## src/rtl/bus_reg_slave_pkg.sv

```systemverilog
// -----------------------------------------------------------------------------
// bus_pkg
// Shared types and constants for the bus_reg_slave register-bank slave.
//   state_t        : slave FSM states (IDLE, WAIT, RESP, HOLD)
//   BUS_DATA_WIDTH : default data bus width
//   BUS_ADDR_WIDTH : default address bus width
//   clog2_regs()   : index width needed to address a register bank
// -----------------------------------------------------------------------------
package bus_pkg;

    typedef enum logic [1:0] {
        IDLE = 2'd0,
        WAIT = 2'd1,
        RESP = 2'd2,
        HOLD = 2'd3
    } state_t;

    localparam int BUS_DATA_WIDTH = 32;
    localparam int BUS_ADDR_WIDTH = 16;

    // Index width for a bank of n registers (n is a power of two, 2..256).
    // Never returns less than 1 so index vectors are always legal.
    function automatic int clog2_regs(input int n);
        int w;
        w = 1;
        for (int i = 1; i <= 8; i++) begin
            if ((1 << i) < n) begin
                w = i + 1;
            end
        end
        return w;
    endfunction

endpackage

```

## src/rtl/bus_reg_slave_if.sv

```systemverilog
// -----------------------------------------------------------------------------
// bus_if
// Simple valid/ready request bus between a master and a register slave.
//   valid, read, write, addr, write_data : master -> slave request
//   ready, read_data                     : slave -> master completion
// Modports: master, slave.
// -----------------------------------------------------------------------------
interface bus_if
    import bus_pkg::*;
#(
    parameter int DATA_WIDTH = BUS_DATA_WIDTH,
    parameter int ADDR_WIDTH = BUS_ADDR_WIDTH
) ();

    logic                  valid;
    logic                  read;
    logic                  write;
    logic [ADDR_WIDTH-1:0] addr;
    logic [DATA_WIDTH-1:0] write_data;
    logic                  ready;
    logic [DATA_WIDTH-1:0] read_data;

    modport master (
        output valid, read, write, addr, write_data,
        input  ready, read_data
    );

    modport slave (
        input  valid, read, write, addr, write_data,
        output ready, read_data
    );

endinterface

```

## src/rtl/bus_reg_slave_bank.sv

```systemverilog
// -----------------------------------------------------------------------------
// bus_reg_bank
// NUM_REGS x DATA_WIDTH register array with one synchronous write port and a
// combinational read port. All registers clear on synchronous reset.
// Ports:
//   clk, reset : clock, synchronous active-high reset
//   we, widx, wdata : write enable / index / data
//   ridx, rdata     : combinational read index / data
//   reg_q           : flat copy of all registers, reg i at [i*DATA_WIDTH +: DATA_WIDTH]
// -----------------------------------------------------------------------------
module bus_reg_bank
    import bus_pkg::*;
#(
    parameter int DATA_WIDTH = BUS_DATA_WIDTH,
    parameter int NUM_REGS   = 8,
    parameter int IDX_W      = clog2_regs(NUM_REGS)
) (
    input  logic                           clk,
    input  logic                           reset,
    input  logic                           we,
    input  logic [IDX_W-1:0]               widx,
    input  logic [DATA_WIDTH-1:0]          wdata,
    input  logic [IDX_W-1:0]               ridx,
    output logic [DATA_WIDTH-1:0]          rdata,
    output logic [NUM_REGS*DATA_WIDTH-1:0] reg_q
);

    logic [DATA_WIDTH-1:0] mem_reg [NUM_REGS];

    always_ff @(posedge clk) begin
        if (reset) begin
            for (int i = 0; i < NUM_REGS; i++) begin
                mem_reg[i] <= '0;
            end
        end else if (we) begin
            mem_reg[widx] <= wdata;
        end
    end

    assign rdata = mem_reg[ridx];

    generate
        for (genvar gi = 0; gi < NUM_REGS; gi++) begin : g_flat
            assign reg_q[gi*DATA_WIDTH +: DATA_WIDTH] = mem_reg[gi];
        end
    endgenerate

endmodule

```

## src/rtl/bus_reg_slave.sv

```systemverilog
// -----------------------------------------------------------------------------
// bus_reg_slave
// Register-bank slave on bus_if. Decodes a word-addressed window
// [BASE_ADDR, BASE_ADDR+NUM_REGS), inserts WAIT_CYCLES wait states and returns
// a one-cycle ready pulse per request, then holds off until valid drops.
// Ports:
//   clk, reset : clock, synchronous active-high reset
//   bus        : bus_if slave modport (valid/read/write/addr/write_data in,
//                ready/read_data out)
//   reg_q      : flat register contents for downstream control
//   err        : only when BUS_REG_SLAVE_ERR_EN is defined; high in the
//                response cycle on a window miss or a read+write conflict
// -----------------------------------------------------------------------------
module bus_reg_slave
    import bus_pkg::*;
#(
    parameter int                    DATA_WIDTH  = BUS_DATA_WIDTH,
    parameter int                    ADDR_WIDTH  = BUS_ADDR_WIDTH,
    parameter int                    NUM_REGS    = 8,
    parameter logic [ADDR_WIDTH-1:0] BASE_ADDR   = '0,
    parameter int                    WAIT_CYCLES = 0
) (
    input  logic                           clk,
    input  logic                           reset,
    bus_if.slave                           bus,
    output logic [NUM_REGS*DATA_WIDTH-1:0] reg_q
`ifdef BUS_REG_SLAVE_ERR_EN
    ,
    output logic                           err
`endif
);

    localparam int IDX_W = clog2_regs(NUM_REGS);
    localparam int CNT_W = 4;
    // One extra bit so a window at the top of the address space cannot wrap to 0.
    localparam logic [ADDR_WIDTH:0] WIN_END = {1'b0, BASE_ADDR} + (ADDR_WIDTH+1)'(NUM_REGS);
    localparam logic [CNT_W-1:0]    CNT_LOAD = CNT_W'((WAIT_CYCLES > 0) ? WAIT_CYCLES - 1 : 0);

    state_t                state_reg;
    logic [CNT_W-1:0]      cnt_reg;
    logic [IDX_W-1:0]      idx_reg;
    logic [DATA_WIDTH-1:0] wdata_reg;
    logic                  rd_reg;
    logic                  wr_reg;
    logic                  hit_reg;
    logic                  ready_reg;
    logic [DATA_WIDTH-1:0] read_data_reg;
`ifdef BUS_REG_SLAVE_ERR_EN
    logic                  err_reg;
`endif

    logic                  live_hit;
    logic [IDX_W-1:0]      live_idx;
    logic                  cur_rd;
    logic                  cur_wr;
    logic                  cur_hit;
    logic [IDX_W-1:0]      cur_idx;
    logic [DATA_WIDTH-1:0] cur_wdata;
    logic                  to_resp;
    logic                  bank_we;
    logic [DATA_WIDTH-1:0] bank_rdata;

    assign live_hit = ({1'b0, bus.addr} >= {1'b0, BASE_ADDR}) && ({1'b0, bus.addr} < WIN_END);
    assign live_idx = IDX_W'(bus.addr - BASE_ADDR);

    // With no wait states the bank is written / read on the same edge that
    // samples the request, so the live bus fields are used; otherwise the
    // latched copies are used on the edge leaving WAIT.
    assign cur_rd    = (state_reg == IDLE) ? bus.read       : rd_reg;
    assign cur_wr    = (state_reg == IDLE) ? bus.write      : wr_reg;
    assign cur_hit   = (state_reg == IDLE) ? live_hit       : hit_reg;
    assign cur_idx   = (state_reg == IDLE) ? live_idx       : idx_reg;
    assign cur_wdata = (state_reg == IDLE) ? bus.write_data : wdata_reg;

    assign to_resp = ((state_reg == IDLE) && bus.valid && (WAIT_CYCLES == 0)) ||
                     ((state_reg == WAIT) && (cnt_reg == '0));
    assign bank_we = to_resp && cur_wr && !cur_rd && cur_hit;

    bus_reg_bank #(
        .DATA_WIDTH (DATA_WIDTH),
        .NUM_REGS   (NUM_REGS),
        .IDX_W      (IDX_W)
    ) u_bank (
        .clk   (clk),
        .reset (reset),
        .we    (bank_we),
        .widx  (cur_idx),
        .wdata (cur_wdata),
        .ridx  (cur_idx),
        .rdata (bank_rdata),
        .reg_q (reg_q)
    );

    always_ff @(posedge clk) begin
        if (reset) begin
            state_reg     <= IDLE;
            cnt_reg       <= '0;
            idx_reg       <= '0;
            wdata_reg     <= '0;
            rd_reg        <= 1'b0;
            wr_reg        <= 1'b0;
            hit_reg       <= 1'b0;
            ready_reg     <= 1'b0;
            read_data_reg <= '0;
`ifdef BUS_REG_SLAVE_ERR_EN
            err_reg       <= 1'b0;
`endif
        end else begin
            ready_reg <= to_resp;
`ifdef BUS_REG_SLAVE_ERR_EN
            err_reg   <= to_resp && (!cur_hit || (cur_rd && cur_wr));
`endif
            // Reads of a miss or a read+write conflict return zero.
            if (to_resp && cur_rd) begin
                read_data_reg <= (cur_hit && !cur_wr) ? bank_rdata : '0;
            end

            case (state_reg)
                IDLE: begin
                    if (bus.valid) begin
                        idx_reg   <= live_idx;
                        wdata_reg <= bus.write_data;
                        rd_reg    <= bus.read;
                        wr_reg    <= bus.write;
                        hit_reg   <= live_hit;
                        cnt_reg   <= CNT_LOAD;
                        state_reg <= (WAIT_CYCLES == 0) ? RESP : WAIT;
                    end
                end
                WAIT: begin
                    if (cnt_reg == '0) begin
                        state_reg <= RESP;
                    end else begin
                        cnt_reg <= cnt_reg - 1'b1;
                    end
                end
                RESP: begin
                    state_reg <= HOLD;
                end
                HOLD: begin
                    // Stay until the master has released valid so a late drop
                    // cannot be taken as a second request.
                    if (!bus.valid) begin
                        state_reg <= IDLE;
                    end
                end
                default: begin
                    state_reg <= IDLE;
                end
            endcase
        end
    end

    assign bus.ready     = ready_reg;
    assign bus.read_data = read_data_reg;
`ifdef BUS_REG_SLAVE_ERR_EN
    assign err = err_reg;
`endif

endmodule

```

## src/flat_wrapper.sv

```systemverilog
// flat-port wrapper written by rule: the top's interface ports become plain ports
module bus_reg_slave_flat import bus_pkg::*;
#(
    parameter int                    DATA_WIDTH  = BUS_DATA_WIDTH,
    parameter int                    ADDR_WIDTH  = BUS_ADDR_WIDTH,
    parameter int                    NUM_REGS    = 8,
    parameter logic [ADDR_WIDTH-1:0] BASE_ADDR   = '0,
    parameter int                    WAIT_CYCLES = 0
)
  (clk, reset, reg_q, bus_valid, bus_read, bus_write, bus_addr, bus_write_data, bus_ready, bus_read_data);
  bus_if #(.DATA_WIDTH(DATA_WIDTH), .ADDR_WIDTH(ADDR_WIDTH)) bus_i ();
  input  logic clk;
  input  logic reset;
  output logic [NUM_REGS*DATA_WIDTH-1:0] reg_q;
  input wire logic [$bits(bus_i.valid)-1:0] bus_valid;
  input wire logic [$bits(bus_i.read)-1:0] bus_read;
  input wire logic [$bits(bus_i.write)-1:0] bus_write;
  input wire logic [$bits(bus_i.addr)-1:0] bus_addr;
  input wire logic [$bits(bus_i.write_data)-1:0] bus_write_data;
  output wire logic [$bits(bus_i.ready)-1:0] bus_ready;
  output wire logic [$bits(bus_i.read_data)-1:0] bus_read_data;
  assign bus_i.valid = bus_valid;
  assign bus_i.read = bus_read;
  assign bus_i.write = bus_write;
  assign bus_i.addr = bus_addr;
  assign bus_i.write_data = bus_write_data;
  assign bus_ready = bus_i.ready;
  assign bus_read_data = bus_i.read_data;
  bus_reg_slave #(.DATA_WIDTH(DATA_WIDTH), .ADDR_WIDTH(ADDR_WIDTH), .NUM_REGS(NUM_REGS), .BASE_ADDR(BASE_ADDR), .WAIT_CYCLES(WAIT_CYCLES)) u_core (.clk(clk), .reset(reset), .bus(bus_i), .reg_q(reg_q));
endmodule
```

## config.mk

```make
export PLATFORM = sky130hd
export DESIGN_NAME = bus_reg_slave_flat
export DESIGN_NICKNAME = d
export VERILOG_FILES = /design/src/rtl/bus_reg_slave_pkg.sv /design/src/rtl/bus_reg_slave_if.sv /design/src/rtl/bus_reg_slave_bank.sv /design/src/rtl/bus_reg_slave.sv /design/src/flat_wrapper.sv
export SDC_FILE = /design/constraint.sdc
export NUM_CORES = 1
export LEC_CHECK = 0
export CAP_MARGIN = 30
export CORE_MARGIN = 2
export CORE_UTILIZATION = 52
export CTS_BUF_LIST = sky130_fd_sc_hd__clkbuf_4
export DETAILED_ROUTE_END_ITERATION = 7
export PLACE_DENSITY = 0.86
export SYNTH_ARGS = -nofsm -noshare
export SYNTH_HDL_FRONTEND = slang
export SYNTH_SLANG_ARGS = --single-unit
```

## constraint.sdc

```tcl
create_clock -name clk -period 3.9 [get_ports clk]
set_input_delay 0.975 -clock clk [delete_from_list [all_inputs] [get_ports clk]]
set_output_delay 0.975 -clock clk [all_outputs]
set_load 0.01 [all_outputs]
```

==> metrics.txt, run 1 <==
remaining global-route overflow 0; area of the multi-input gates 5044 um^2; worst IR drop on VDD 0.2801 mV; Placer Congestion 0.9708; Max clock buf depth 3; CP arrival 3.80 ns; worst-path cell chain nor2_4 -> buf_4 -> nand2_1 -> nor2_4 -> buf_4 -> a22o_1; portion of netlist area occupied by mux cells 2.471%; ranking of synthesized cells by area edfxtp_1 52%, dfxtp_1 10%, nor2_1 6.7%; final cell count without fillers 2110; Setup-failing EPs final 0; Max Cap Viol 0; core area 27930 um^2; Critical Path Fanout Max 27; Storage cell area 9229 um^2; root buffer cell clkbuf_4; pre-CTS setup slack 0.3311 ns; Die Ht 172.9 um; Synth top area share 51.81%; sequential fraction of the synthesis area 62.20%; Post-CTS Setup Bufs 0; Placed Cells 1953; Final Util 70.36%; Synth area leader edfxtp_1; Worst-Skew Late Latency 0.71 ns; Buf/Inv on CP 2; most frequent cell after synthesis nor2_1; vias 13073; initial DRC count 1915; Simple-Gate Fraction of Synth Area 15.68%; Synth Area in Compound Gates 14.68%; final worst slack 0.7045 ns; cts bufs inserted 83; H-tree levels 3; FMAX 312.9 MHz; post-CTS resize count 0; Crit. End Element flip-flop; Post-Route WL 49200 um; combinational family with the most area after synthesis simple AND/OR/NAND/NOR gates; syn avg cell area 11.36 um^2; total track usage 31.61%; # rows 61; Async S/R FF share, synth 0%; ratio of cells with drive above 1 in the final layout 13.87%; Max Slew Vio Count 0; Primary FF master, synth edfxtp_1; RSZ-0062 raised after global routing false; yosys warns 0; fillers 1891; drt wl/cell 23.32 um; Final Cycle Share 81.94%; xor-xnor portion of the synthesized cell area 0.1181%; HP Class reg2reg; Worst Path Required 4.50 ns; Critical Path Max Stage Delay 0.70 ns; EDFF count, synth 256; Pwr per Cell Area 421.0 nW/um^2; register bit total from synthesis 333; setup TNS 0 ns; # port buffers 341; Setup Skew 0.06879 ns; WS Path Type reg2reg; most frequent cells after synthesis 263 x nor2_1, 256 x edfxtp_1, 131 x o21ai_0, 130 x a21oi_1, 128 x nor3_1; Syn-to-layout area delta 32.47%; Static Leak 7.011 nW; initial antenna violation count 2; nets@finish 1716; worst slew pin tran 1.019 ns; DPL Wire Length 31870 um; DR vias/cell 6.196; vias in the first global route 12795; first-pass GRT wire length 72810 um; DIE WIDTH 172.9 um; overall die area 29900 um^2; syn nets 1361; Finished Cell Area 19650 um^2; largest net degree at the start of global routing 128; Final Hold Fails 0; clock-pin slew on the worst setup and hold paths 0.07 ns; slowest CP cell nor2_4; IO Count 342; # hold bufs at CTS 0; Worst Hold Slack 0.4728 ns; max reg flops 256; post-route ant nets 0; CTS sink cnt 333; Gate Count Post-Synth 1306; Tot Pwr 8.275 mW; adder-cell share of the synthesized area 0.1687%; status finished clean; Max-slew headroom 30.11%; DP Area 18560 um^2; Tmin final 3.196 ns; Post-Syn Area 14840 um^2; Initial Utilization 53.11%; CP top delay family simple AND/OR/NAND/NOR gates; DRT Pass-1 Iters 6; Worst setup SP type flip-flop; Unique masters post-synth 48; TritonCTS clock tree yes; DRC viols 0
==> area by class of cell <==
cell class / count / area share (%)
Timing Repair Buffer: 383 / 19.42
Multi-Input combinational cell: 858 / 25.66
Clock inverter: 38 / 1.063
Clock buffer: 116 / 4.431
Tap cell: 378 / 2.406
Sequential cell: 333 / 46.96
Antenna cell: 2 / 0.02546
Inverter: 2 / 0.03820
==> logic make-up after synthesis <==
kind of cell               after synthesis
AOI/OAI and AO/OA                      340
xor gates and xnor gates                 2
adders and majority gates                2
buffers and inverters                  115
DFF                                    333
muxes                                   36
and+or+nand+nor                        478
==> final timing paths <==
path                                                from                        to  slack (ns)  cells past startpoint
worst min-delay path            u_core.bus.read_data[13]  u_core.bus.read_data[13]        0.47                      1
worst max register to register       u_core.state_reg[1]      u_core.wdata_reg[29]        0.70                      6
worst min register to register  u_core.bus.read_data[13]  u_core.bus.read_data[13]        0.47                      1
worst max-delay path                 u_core.state_reg[1]      u_core.wdata_reg[29]        0.70                      6
==> placed cells by master, fill, tap and decap left out, types with 26 or more instances in the layout <==
cell type / n
nor3_1: 128
nor2_1: 261
a22o_1: 37
clkbuf_4: 116
nand4_1: 32
dfxtp_1: 77
mux2i_1: 33
o21ai_0: 127
clkinv_1: 26
buf_4: 35
a21oi_1: 128
o2bb2ai_2: 29
clkdlybuf4s50_1: 341
edfxtp_1: 256
==> power breakdown <==
group          switching (mW)  internal [mW]  leakage [nW]
registers               0.106           3.93          3.27
clock network            1.42           1.52         0.638
logic                   0.806          0.489          3.10
==> layer usage <==
layer  part of all wire [%]  wire length [um]  GRT usage (%)  vias to the layer above
li1                       -                 -              -                     5584
met1                     35             17140          38.92                     6120
met2                     47             22990          50.00                     1185
met3                     14              6673          9.521                      184
met4                    4.9              2396          17.55                        0
met5                      0                 0              0                        -
==> worst register-to-register path: cells and delay by family (launching register included) <==
family / cells / cell delay, ns
flip-flops: 1 / 0.54
buffers and inverters: 2 / 0.95
AO/OA/AOI/OAI: 1 / 0.15
AND/OR/NAND/NOR: 3 / 1.50
No activity file was read; power rests on OpenSTA's default activity.
==> run 2, diff against run 1 <==
- clock period: 3.9 -> 3.2 ns (I/O delays scaled with it)
==> run 2 against run 1 <==
  * Final area up 2.9%
  * Sequential share of layout area fell by 1.3 points
  * Highest routed layer unchanged
  * First-iteration DRC count increased by 19%
==> metrics.txt, run 2 (synthesis gave the netlist of run 1 again) <==
Initial Utilization 53.11%; H-tree levels 3; internal power 7.504 mW; fillers 1855; commonest cells after routing, fill and taps aside 341 x clkdlybuf4s50_1, 261 x nor2_1, 256 x edfxtp_1; first-pass GRT wire length 76420 um; Storage cell area 9229 um^2; largest net degree at the start of global routing 128; Worst Path Required 3.58 ns; area of the multi-input gates 5044 um^2; WHS Path Cells 1; root buffer cell clkbuf_4; Final Util 72.39%; worst-path cell chain nor2_4 -> mux2_2 -> nor2_4 -> nand4_4 -> or2b_2 -> buf_12; HP Class reg2reg; TritonCTS clock tree yes; Final Hold Fails 0; path depth of the worst reg2reg path 6; max reg flops 256; register share of total power 47.3%; Syn-to-layout area delta 36.30%; Clk pwr share 35.9%; vias in the first global route 12810; worst IR drop on VDD 0.3368 mV; worst slew pin tran 1.001 ns; Critical Path Max Stage Delay 0.50 ns; FMAX 353.3 MHz; WS Path Type reg2reg; pre-CTS setup slack 0.09277 ns; Static Leak 7.330 nW; Pwr per Cell Area 515.1 nW/um^2; post-route ant nets 0; overall die area 29900 um^2; Final Cycle Share 88.46%; drt wl/cell 23.96 um; Max Cap Viol 0; clock-pin slew on the worst setup and hold paths 0.07 ns; setup TNS 0 ns; DIE WIDTH 172.9 um; initial DRC count 2284; total track usage 33.55%; initial antenna violation count 3; most common cell after layout, fill and taps aside clkdlybuf4s50_1; # hold bufs at CTS 0; switch share 27.96%; hold endpoint u_core.bus.read_data[0]; vias 13301; RSZ-0062 raised after global routing false; slowest CP cell dfxtp_1; P_sw 2.913 mW; worst hold path startpoint u_core.bus.read_data[0]; post-CTS resize count 0; Post-Route WL 51730 um; CP arrival 3.21 ns; Setup Skew 0.04876 ns; combinational share of power 16.8%; cts bufs inserted 85; DP Area 19090 um^2; IO Count 342; Tot Pwr 10.42 mW; core area 27930 um^2; Max clock buf depth 3; Worst-Skew Late Latency 0.72 ns; status finished clean; Crit. End Element flip-flop; final worst slack 0.3691 ns; remaining global-route overflow 0; DRC viols 0; r2r startpoint u_core.state_reg[0]; Max-slew headroom 33.04%; R2R Path End u_core.u_bank.mem_reg[0][2]; Die Ht 172.9 um; Tmin final 2.831 ns; Most Frequent Cell on Critical Path nor2_4; DR vias/cell 6.161; # port buffers 341; Critical Path Fanout Max 17; Max Slew Vio Count 0; ratio of cells with drive above 1 in the final layout 17.04%; R2R setup slack 0.37 ns; Finished Cell Area 20220 um^2; DRT Pass-1 Iters 6; Placer Congestion 0.9695; # rows 61; Worst setup SP type flip-flop; Post-CTS Setup Bufs 0; CTS sink cnt 333; DPL Wire Length 35340 um; nets@finish 1766; Setup-failing EPs final 0
run 2: area by class of cell:
cell class	count	share of cell area [%]
multi-input combinational	858	24.94
clock inverter	18	0.5012
inverter	2	0.03712
clock buffer	136	5.049
antenna	3	0.03712
sequential	333	45.64
tap	378	2.339
timing repair buffer	431	21.46
run 2: worst max-delay path by stage:
stage                                   start                            to  slack, ns  cells past startpoint
after global routing      u_core.state_reg[0]   u_core.u_bank.mem_reg[0][7]       0.26                      6
after floorplan                  bus_addr[15]   u_core.u_bank.mem_reg[0][0]       0.01                      5
after detailed placement            bus_valid   u_core.u_bank.mem_reg[0][3]       0.09                      6
after CTS                 u_core.state_reg[0]   u_core.u_bank.mem_reg[0][7]       0.38                      6
after global placement            bus_addr[1]  u_core.u_bank.mem_reg[3][12]       0.15                      7
final                     u_core.state_reg[0]   u_core.u_bank.mem_reg[0][2]       0.37                      6
run 2: power by group through the flow:
stage	sequential, mW	clock (mW)	combinational (mW)
after floorplan	5.02	0	0.818
after global placement	5.01	0	1.66
after detailed placement	5.01	0	1.69
after CTS	4.92	3.76	1.71
after global routing	4.93	3.99	1.84
final	4.92	3.74	1.76
run 2: critical path: cells and delay by family (launching register included):
kind,cells,cell delay (ns)
mux,1,0.48
simple gates,4,1.33
flops,1,0.50
buf+inv,1,0.19
run 2: through the flow:
step                std cells  hold slack, ns
detailed placement       2002          0.4553
global route             2159          0.4840
CTS                      2156          0.4716
floorplan                1306          0.4249
global placement         2002          0.4346
finish                   2159          0.4695
run 2: routing by layer:
layer | wire, um | up-vias | GRT usage, %
met5 | 0 | - | 0
met4 | 2937 | 0 | 18.64
met3 | 7083 | 207 | 7.828
met2 | 24220 | 1298 | 54.32
met1 | 17500 | 6119 | 41.75
li1 | - | 5677 | -
